==> src/rtl/mac_array_acc.sv <==
// mac_array_acc: DIM_C x DIM_A multiply-accumulate array with valid/ready handshake, signed mode and saturation
module mac_array_acc #(
  parameter int DIM_A = 4,
  parameter int DIM_C = 4,
  parameter int INPUT_WIDTH = 4,
  parameter int WEIGHT_WIDTH = 8,
  parameter int ACC_WIDTH = 16,
  parameter int LEN_WIDTH = 8
) (
  input  logic                               clk,
  input  logic                               rst_n,
  input  logic                               in_valid,
  output logic                               in_ready,
  input  logic [DIM_A*INPUT_WIDTH-1:0]       in,
  input  logic [DIM_C*WEIGHT_WIDTH-1:0]      weight,
  input  logic [LEN_WIDTH-1:0]               acc_len,
  input  logic                               signed_mode,
  output logic                               out_valid,
  input  logic                               out_ready,
  output logic [DIM_C*DIM_A*ACC_WIDTH-1:0]   out,
  output logic                               sat_flag
);
  localparam int PW = INPUT_WIDTH + WEIGHT_WIDTH;
  localparam int AW1 = ACC_WIDTH + 1;
  localparam int SW = ACC_WIDTH + 2;
  localparam int N = DIM_C * DIM_A;
  typedef enum logic {IDLE, RUN} state_t;
  state_t state;
  logic [LEN_WIDTH-1:0] len_q, cnt, len_eff;
  logic mode_q, stall, accept, first, last, mode;
  logic s1_valid, s1_first, s1_last, s1_mode;
  logic [DIM_A*INPUT_WIDTH-1:0] s1_in;
  logic [DIM_C*WEIGHT_WIDTH-1:0] s1_w;
  logic s2_valid, s2_first, s2_last, s2_mode;
  logic [N*AW1-1:0] prod, s2_prod;
  logic s3_valid, s3_last, s3_sat;
  logic [N*ACC_WIDTH-1:0] acc, acc_nxt;
  logic [N-1:0] clamp;

  assign stall = out_valid & ~out_ready;
  assign in_ready = ~stall;
  assign accept = in_valid & in_ready;
  assign first = state == IDLE;
  assign len_eff = acc_len == '0 ? LEN_WIDTH'(1) : acc_len;
  assign last = first ? len_eff == LEN_WIDTH'(1) : cnt == len_q - LEN_WIDTH'(1);
  assign mode = first ? signed_mode : mode_q;

  always_ff @(posedge clk) begin
    if (!rst_n) begin
      state <= IDLE;
      cnt <= '0;
      len_q <= '0;
      mode_q <= 1'b0;
    end else if (accept) begin
      if (first) begin
        len_q <= len_eff;
        mode_q <= signed_mode;
      end
      state <= last ? IDLE : RUN;
      cnt <= last ? '0 : cnt + LEN_WIDTH'(1);
    end
  end

  for (genvar c = 0; c < DIM_C; c++) begin : g_c
    for (genvar a = 0; a < DIM_A; a++) begin : g_a
      logic [PW-1:0] x, w, p;
      logic signed [SW-1:0] pe, ae, sum, hi, lo;
      assign x = {{(PW-INPUT_WIDTH){s1_mode & s1_in[a*INPUT_WIDTH+INPUT_WIDTH-1]}}, s1_in[a*INPUT_WIDTH +: INPUT_WIDTH]};
      assign w = {{(PW-WEIGHT_WIDTH){s1_mode & s1_w[c*WEIGHT_WIDTH+WEIGHT_WIDTH-1]}}, s1_w[c*WEIGHT_WIDTH +: WEIGHT_WIDTH]};
      assign p = x * w;
      assign prod[(c*DIM_A+a)*AW1 +: AW1] = {{(AW1-PW){s1_mode & p[PW-1]}}, p};
      assign pe = {s2_mode & s2_prod[(c*DIM_A+a)*AW1+AW1-1], s2_prod[(c*DIM_A+a)*AW1 +: AW1]};
      assign ae = {{2{s2_mode & acc[(c*DIM_A+a)*ACC_WIDTH+ACC_WIDTH-1]}}, acc[(c*DIM_A+a)*ACC_WIDTH +: ACC_WIDTH]};
      assign sum = s2_first ? pe : ae + pe;
      assign hi = {2'b00, ~s2_mode, {(ACC_WIDTH-1){1'b1}}};
      assign lo = {{3{s2_mode}}, {(ACC_WIDTH-1){1'b0}}};
      assign clamp[c*DIM_A+a] = sum > hi || sum < lo;
      assign acc_nxt[(c*DIM_A+a)*ACC_WIDTH +: ACC_WIDTH] = sum > hi ? hi[ACC_WIDTH-1:0] : sum < lo ? lo[ACC_WIDTH-1:0] : sum[ACC_WIDTH-1:0];
    end
  end

  always_ff @(posedge clk) begin
    if (!rst_n) begin
      s1_valid <= 1'b0;
      s2_valid <= 1'b0;
      s3_valid <= 1'b0;
      s3_sat <= 1'b0;
      out_valid <= 1'b0;
      out <= '0;
      sat_flag <= 1'b0;
    end else if (!stall) begin
      s1_valid <= accept;
      if (accept) {s1_in, s1_w, s1_first, s1_last, s1_mode} <= {in, weight, first, last, mode};
      s2_valid <= s1_valid;
      if (s1_valid) {s2_prod, s2_first, s2_last, s2_mode} <= {prod, s1_first, s1_last, s1_mode};
      s3_valid <= s2_valid;
      if (s2_valid) begin
        acc <= acc_nxt;
        s3_last <= s2_last;
        s3_sat <= (~s2_first & s3_sat) | (|clamp);
      end
      out_valid <= s3_valid & s3_last;
      if (s3_valid & s3_last) begin
        out <= acc;
        sat_flag <= s3_sat;
      end
    end
  end
endmodule

==> config.mk <==
export PLATFORM = sky130hd
export DESIGN_NAME = mac_array_acc
export DESIGN_NICKNAME = d
export VERILOG_FILES = /design/src/rtl/mac_array_acc.sv
export SDC_FILE = /design/constraint.sdc
export NUM_CORES = 2
export LEC_CHECK = 0
export ABC_CLOCK_PERIOD_IN_PS = 12400
export BUFFER_PORTS_ARGS = -buffer_cell sky130_fd_sc_hd__buf_2
export CAP_MARGIN = 20
export CORE_MARGIN = 5
export CORE_UTILIZATION = 44
export CTS_CLUSTER_SIZE = 10
export DETAILED_ROUTE_END_ITERATION = 10
export GPL_ROUTABILITY_DRIVEN = 0
export HOLD_SLACK_MARGIN = 0.15
export PLACE_DENSITY = 0.67
export SYNTH_ARGS = -nofsm -noshare
export SYNTH_HDL_FRONTEND = slang
export SYNTH_SLANG_ARGS = --single-unit
==> constraint.sdc <==
create_clock -name clk -period 12.4 [get_ports clk]
set_input_delay 1.24 -clock clk [delete_from_list [all_inputs] [get_ports clk]]
set_output_delay 1.24 -clock clk [all_outputs]
set_load 0.01 [all_outputs]
* After elaboration in Yosys (flattened, before gate mapping)
Index checks and enable logic that the tools add are counted.
** Word-level totals
- Word-level logic and storage cells :: 249
- Output and inout bits :: 259
- Register bits after elaboration :: 859
- Bits of input ports :: 61
** Cells by class
- Add/subtract/negate cells :: 18
- Bitwise gates (word level) :: 66
- Reduce and logical (&&, ||, !) cells :: 24
- Multiplexer cells :: 53
- Multiply operators :: 16
- $lt $le $gt $ge :: 32
- Equality and inequality tests :: 2
** Operators with widths (count)
- 2-to-1 mux 16 bit :: 32
- adder 17 x 18 -> 18 bit :: 16
- greater-than comparator 18 x 17 -> 1 bit :: 16
- < comparator 18 x 16 -> 1 bit :: 16
- 2-to-1 mux 18 bit :: 16
- multiplier 5 x 9 -> 12 bit :: 16
- AND 1 bit :: 60
- logical OR 1 bit :: 16
- 2-to-1 mux 8 bit :: 2
- OR reduction 16 bit :: 1
- AND reduction 3 bit :: 3
- adder 8 x 1 -> 8 bit (second input constant) :: 1
- equality test 8 x 1 -> 1 bit (second input constant) :: 1
- equality test 8 bit :: 1
- logical NOT 8 bit :: 1
- subtractor 8 x 1 -> 8 bit (second input constant) :: 1
- AND reduction 2 bit :: 3
- inverter 1 bit :: 5
- 2-to-1 mux 1 bit :: 3
- bitwise OR 1 bit :: 1

* Depth between registers and ports, before layout
- Depth in word-level cells :: 7
- Mapped depth :: 24
- Mapped depth without buffers :: 24

* Worst setup path before layout
OpenSTA, ideal clock, no wires.
- Path type :: input-to-reg
- Start :: input out_ready
- End :: register acc[0], enable pin
- Buffers on the path :: 1
- Stages on the path :: 4
- Slack :: 4.103 ns
- Library setup time :: 0.653 ns
- Data arrival time :: 7.644 ns
- Required time :: 11.747 ns
- Cell sequence :: nor2b_1 > inv_1 > clkbuf_1 > and3_1
** Between the ends
- Word-level cells in the longest chain between the ends :: 4
** RTL lines
- start, declared :: RTL line 19 : input logic out_ready,
- inverter 1 bit :: RTL line 40 : assign stall = out_valid & ~out_ready;
- AND 1 bit :: RTL line 40
- inverter 1 bit (no source line)
- net in_ready :: RTL line 13 : output logic in_ready,
- AND reduction 3 bit (no source line)
- end signal, assigned :: RTL line 98 : acc <= acc_nxt;
- end, declared :: RTL line 37 : logic [N*ACC_WIDTH-1:0] acc, acc_nxt;
The timed path passes the listed nets, and every way through them passes these cells.
A chain may end at the register's enable or synchronous reset.

* Worst setup path in the final report
- Start :: register s2_first
- End :: register s3_sat
** Between the ends
- Word-level cells in the longest chain between the ends :: 5
- Elaborated cells on any way between the ends :: 68
- Those cells by class :: 32 x order compare; 16 x mux; 3 x bitwise; 17 x reduce/logical
** RTL lines
- start, declared :: RTL line 34 : logic s2_valid, s2_first, s2_last, s2_mode;
- start signal, assigned :: RTL line 95 : if (s1_valid) {s2_prod, s2_first, s2_last, s2_mode} <= {prod, s1_first, s1_last, s1_mode};
- 2-to-1 mux 18 bit :: RTL line 74 : assign sum = s2_first ? pe : ae + pe;
- greater-than comparator 18 x 17 -> 1 bit or < comparator 18 x 16 -> 1 bit (tied branches) :: RTL line 77 : assign clamp[c*DIM_A+a] = sum > hi || sum < lo;
- logical OR 1 bit :: RTL line 77
- OR reduction 16 bit :: RTL line 100 : s3_sat <= (~s2_first & s3_sat) | (|clamp);
- bitwise OR 1 bit * :: RTL line 100
- end signal, assigned :: RTL line 100
- end, declared :: RTL line 36 : logic s3_valid, s3_last, s3_sat;
Every way passes the cells marked *; elsewhere a longest branch is shown, timed or not.

==> results by group <==
GRT
  • Initial antenna violation count: 12
  • Total GRT Usage: 0.235
  • First-pass GRT wire length: between 300000 and 400000 um
  • Pin count of the biggest net entering global routing: 160
  • Number of global-route vias before repair: ~55k
  • Total gr overflow: 0

Synthesis
  • Seq cells post-synth: around 800
  • Compound-Gate Fraction of Synth Area: 0.176
  • Count of different cell masters after synthesis: 91
  • Multiplexer share of the synthesized area: 0.0133
  • Post-synth EDFFs: 519
  • Avg Inst Size Synth: just over 9 sq um
  • Syn Inst Count: approximately 7.5k
  • Simple-gate share of the synthesized area: 0.163
  • Post-synthesis sequential area ratio: 0.307
  • XOR/XNOR share of the synthesized area: 0.0465
  • Synth Flop Type: edfxtp_1
  • Synth Cell Area: just under 0.07 sq mm
  • Synthesized Nets: ~8.6k
  • Largest family of logic cells by synthesized area: adder cells
  • Ys Warns: 0
  • Asr flop ratio synth: 0
  • Post-Synth Adder-Cell Area: 0.236

Run
  • Max-Cap Viols: 0

STA
  • Final setup viols: 0
  • Hold Fails Final Rpt: 0
  • Final Skew: approximately 0.03 ns
  • Post-route clock period utilization: 0.543
  • Max-slew headroom: 0.230
  • Worst Max-Slew Pin Slew: 1.15 ns
  • Pins Over Slew Limit: 0
  • Unrepaired setup endpoints after global routing: false
  • Final TNS setup: 0 ns
  • Max Freq: 149 MHz
  • Post-layout min period: around 6.7 ns

Power and ir drop
  • Sw Share: 0.331
  • P_sw: ~0.0028 W
  • P per Cell Area: roughly 110 mW/mm^2
  • P_int: between 0.005 and 0.006 W
  • Gate power share: 0.295
  • Max VDD drop: approximately 0.00011 V
  • Lkg Pwr: 32.1 nW
  • Power Total: about 0.0086 W
  • Part of the power in registers: 0.370
  • Clk pwr share: 0.336

Routing
  • First-pass iteration count of the detailed router: 6
  • First DRT Iteration DRCs: about 4.8k
  • Total Routed Length: slightly below 200000 um
  • Routed Antenna Nets: 0
  • Vias per cell: 5.74
  • DR vias: 55.8k
  • Routed WL per cell: a little over 20 um
  • DR DRC count: 0

Clock network
  • Clock root buffer: clkbuf_16
  • Max Root-Sink Buffers: 3
  • Clock Pin Slew Worst Setup and Hold Paths: roughly 0.060 ns
  • CTS Hold Bufs: 0
  • H-tree Lvls: 3
  • CTS tree: built
  • Post-cts gate resize count: 0
  • Clock buffer count from CTS: 100
  • Clk sinks: around 800
  • Post-CTS Repair Setup Buffers: 0
  • Clock Latency Late Sink: 0.74 ns

Die
  • # rows: roughly 150
  • Top-level port count: between 300 and 400
  • Initial Util: 0.442
  • Die W: 406 um
  • Core ar.: 0.156 sq mm
  • Die height: approximately 410 um
  • Total die area: around 0.16 sq mm

Worst setup path
  • Req. time, crit path: approximately 13 ns
  • CP Max Fanout: 78
  • Crit path launch type: register
  • Critical path arrival: between 7 and 8 ns
  • Critical path class: register to register
  • Worst setup EP type: register

Place
  • Placed Area: between 0.07 and 0.08 sq mm
  • PortBufs: 319
  • DP HPWL: ~150000 um

Final layout
  • Design area: about 0.075 sq mm
  • Register area: 0.0212 sq mm
  • Fillers: 14.6k
  • Area of the multi-input gates: around 0.044 sq mm
  • Nets: approximately 8.7k
  • Layout cell share with drive strength beyond 1: 0.0937
  • Layout area overhead: 9.43%

Run status
  • Status: finished clean

Min path
  • Worst Hold Class: register to register
-- cells by family (layout without fill, tap and decap cells) --
| group | count (synthesis) | in the layout |
|---|---|---|
| buffers and inverters | 1030 | 1233 |
| other | 0 | 2 |
| flip-flops | 799 | 799 |
| AND/OR/NAND/NOR | 2309 | 2309 |
| XOR/XNOR | 366 | 366 |
| adder cells (fa/ha/maj) | 1058 | 1058 |
| multiplexers | 90 | 90 |
| AO/OA/AOI/OAI | 1819 | 1819 |
-- through the flow --
stage	cells	utilization	setup WS (ns)	hold WS, ns
floorplan	7471	-	4.10	0.400
finish	9734	0.484	5.67	0.432
global placement	9547	0.463	5.73	0.404
global route	9733	0.484	5.19	0.453
detailed placement	9547	0.463	5.64	0.419
CTS	9732	0.484	5.60	0.432
-- routing by layer --
layer | routed length (um) | vias up | track usage
met3 | 13200 | 363 | 0.0340
met2 | 87900 | 1817 | 0.372
met1 | 88600 | 27400 | 0.325
met4 | 8470 | 10 | 0.0986
li1 | - | 26300 | -
met5 | 75 | - | 0
-- layout by cell type (no fill, tap or decap), drive strengths merged, types with 24 or more instances in the layout --
cell / instances
o31ai: 33
dfxtp: 280
and2: 373
o21bai: 60
nor3b: 24
a31oi: 51
buf: 391
ha: 658
o21ai: 427
nor3: 88
xor2: 102
a31o: 24
a21o: 162
a21boi: 296
or2: 110
nor2b: 53
and3: 86
edfxtp: 519
or3: 31
o211ai: 62
fa: 400
inv: 662
xnor2: 264
a21oi: 344
nand2b: 54
o21a: 60
a211oi: 51
mux2i: 76
nor2: 238
clkbuf: 163
nand2: 1011
nand3: 111
nor4: 26
nand4: 40
-- final timing paths --
check,from,to,slack (ns),cells after the start
max,s2_first,s3_sat,5.67,19
min,s1_last,s2_last,0.43,0
max reg2reg,s2_first,s3_sat,5.67,19
min reg2reg,s1_last,s2_last,0.43,0
-- critical path: stages, from the launching register on --
cell       delay [ns]
edfxtp_1         0.32
buf_4            0.52
buf_4            0.57
buf_4            0.62
buf_4            0.73
nor2_1           0.13
nand2_1          0.09
a21oi_1          0.06
a211o_1          0.26
ha_1             0.33
nor2b_1          0.07
a31o_2           0.32
a2111oi_0        0.71
buf_4            0.25
nand4_1          0.09
or4_1            0.44
a21oi_1          0.13
nand4bb_1        0.32
nor4_1           0.39
a41oi_1          0.15
-- power groups by stage --
stage	sequential (W)	combinational (W)	clock, W
2_1_floorplan	0.00317	0.00187	0
3_3_place_gp	0.00323	0.00243	0
3_5_place_dp	0.00323	0.00250	0
4_1_cts	0.00317	0.00252	0.00295
5_1_grt	0.00318	0.00284	0.00306
6_report	0.00318	0.00253	0.00289
-- cell usage after synthesis, drive strengths merged, types with 16 or more instances --
cell | n | area, sq um
a2111oi | 21 | 209
a211o | 22 | 193
a211oi | 51 | 393
a21boi | 296 | 2220
a21o | 162 | 1220
a21oi | 344 | 1720
a311oi | 16 | 140
a31o | 24 | 210
a31oi | 51 | 319
and2 | 373 | 2330
and3 | 86 | 538
buf | 69 | 380
clkbuf | 304 | 1140
dfxtp | 280 | 5610
edfxtp | 519 | 15600
fa | 400 | 8010
ha | 658 | 8230
inv | 657 | 2470
mux2i | 76 | 761
nand2 | 1011 | 3790
nand2b | 54 | 338
nand3 | 111 | 568
nand4 | 40 | 250
nor2 | 238 | 893
nor2b | 53 | 332
nor3 | 88 | 440
nor3b | 24 | 180
nor4 | 26 | 163
o2111ai | 22 | 193
o211ai | 62 | 465
o21a | 60 | 450
o21ai | 427 | 2140
o21bai | 60 | 454
o31ai | 33 | 267
or2 | 110 | 688
or3 | 31 | 194
xnor2 | 264 | 2310
xor2 | 102 | 893
-- state kept, by name (all words and copies together), names as in the netlist, 8 cells and up --
signal,count
out,256
acc,256
s1_in,16
s1_w,32
len_q,8
cnt,8
s2_prod,208
-- layout make-up --
class / instances / area share
multi-input cells: 5642 / 0.581
flip-flops and latches: 799 / 0.281
clock buffers: 163 / 0.0390
well taps: 2058 / 0.0341
inverters: 657 / 0.0327
repair buffers: 391 / 0.0292
clock inverters: 22 / 0.00330
diodes: 2 / 0.0000663
No activity file was read; power rests on OpenSTA's default activity.
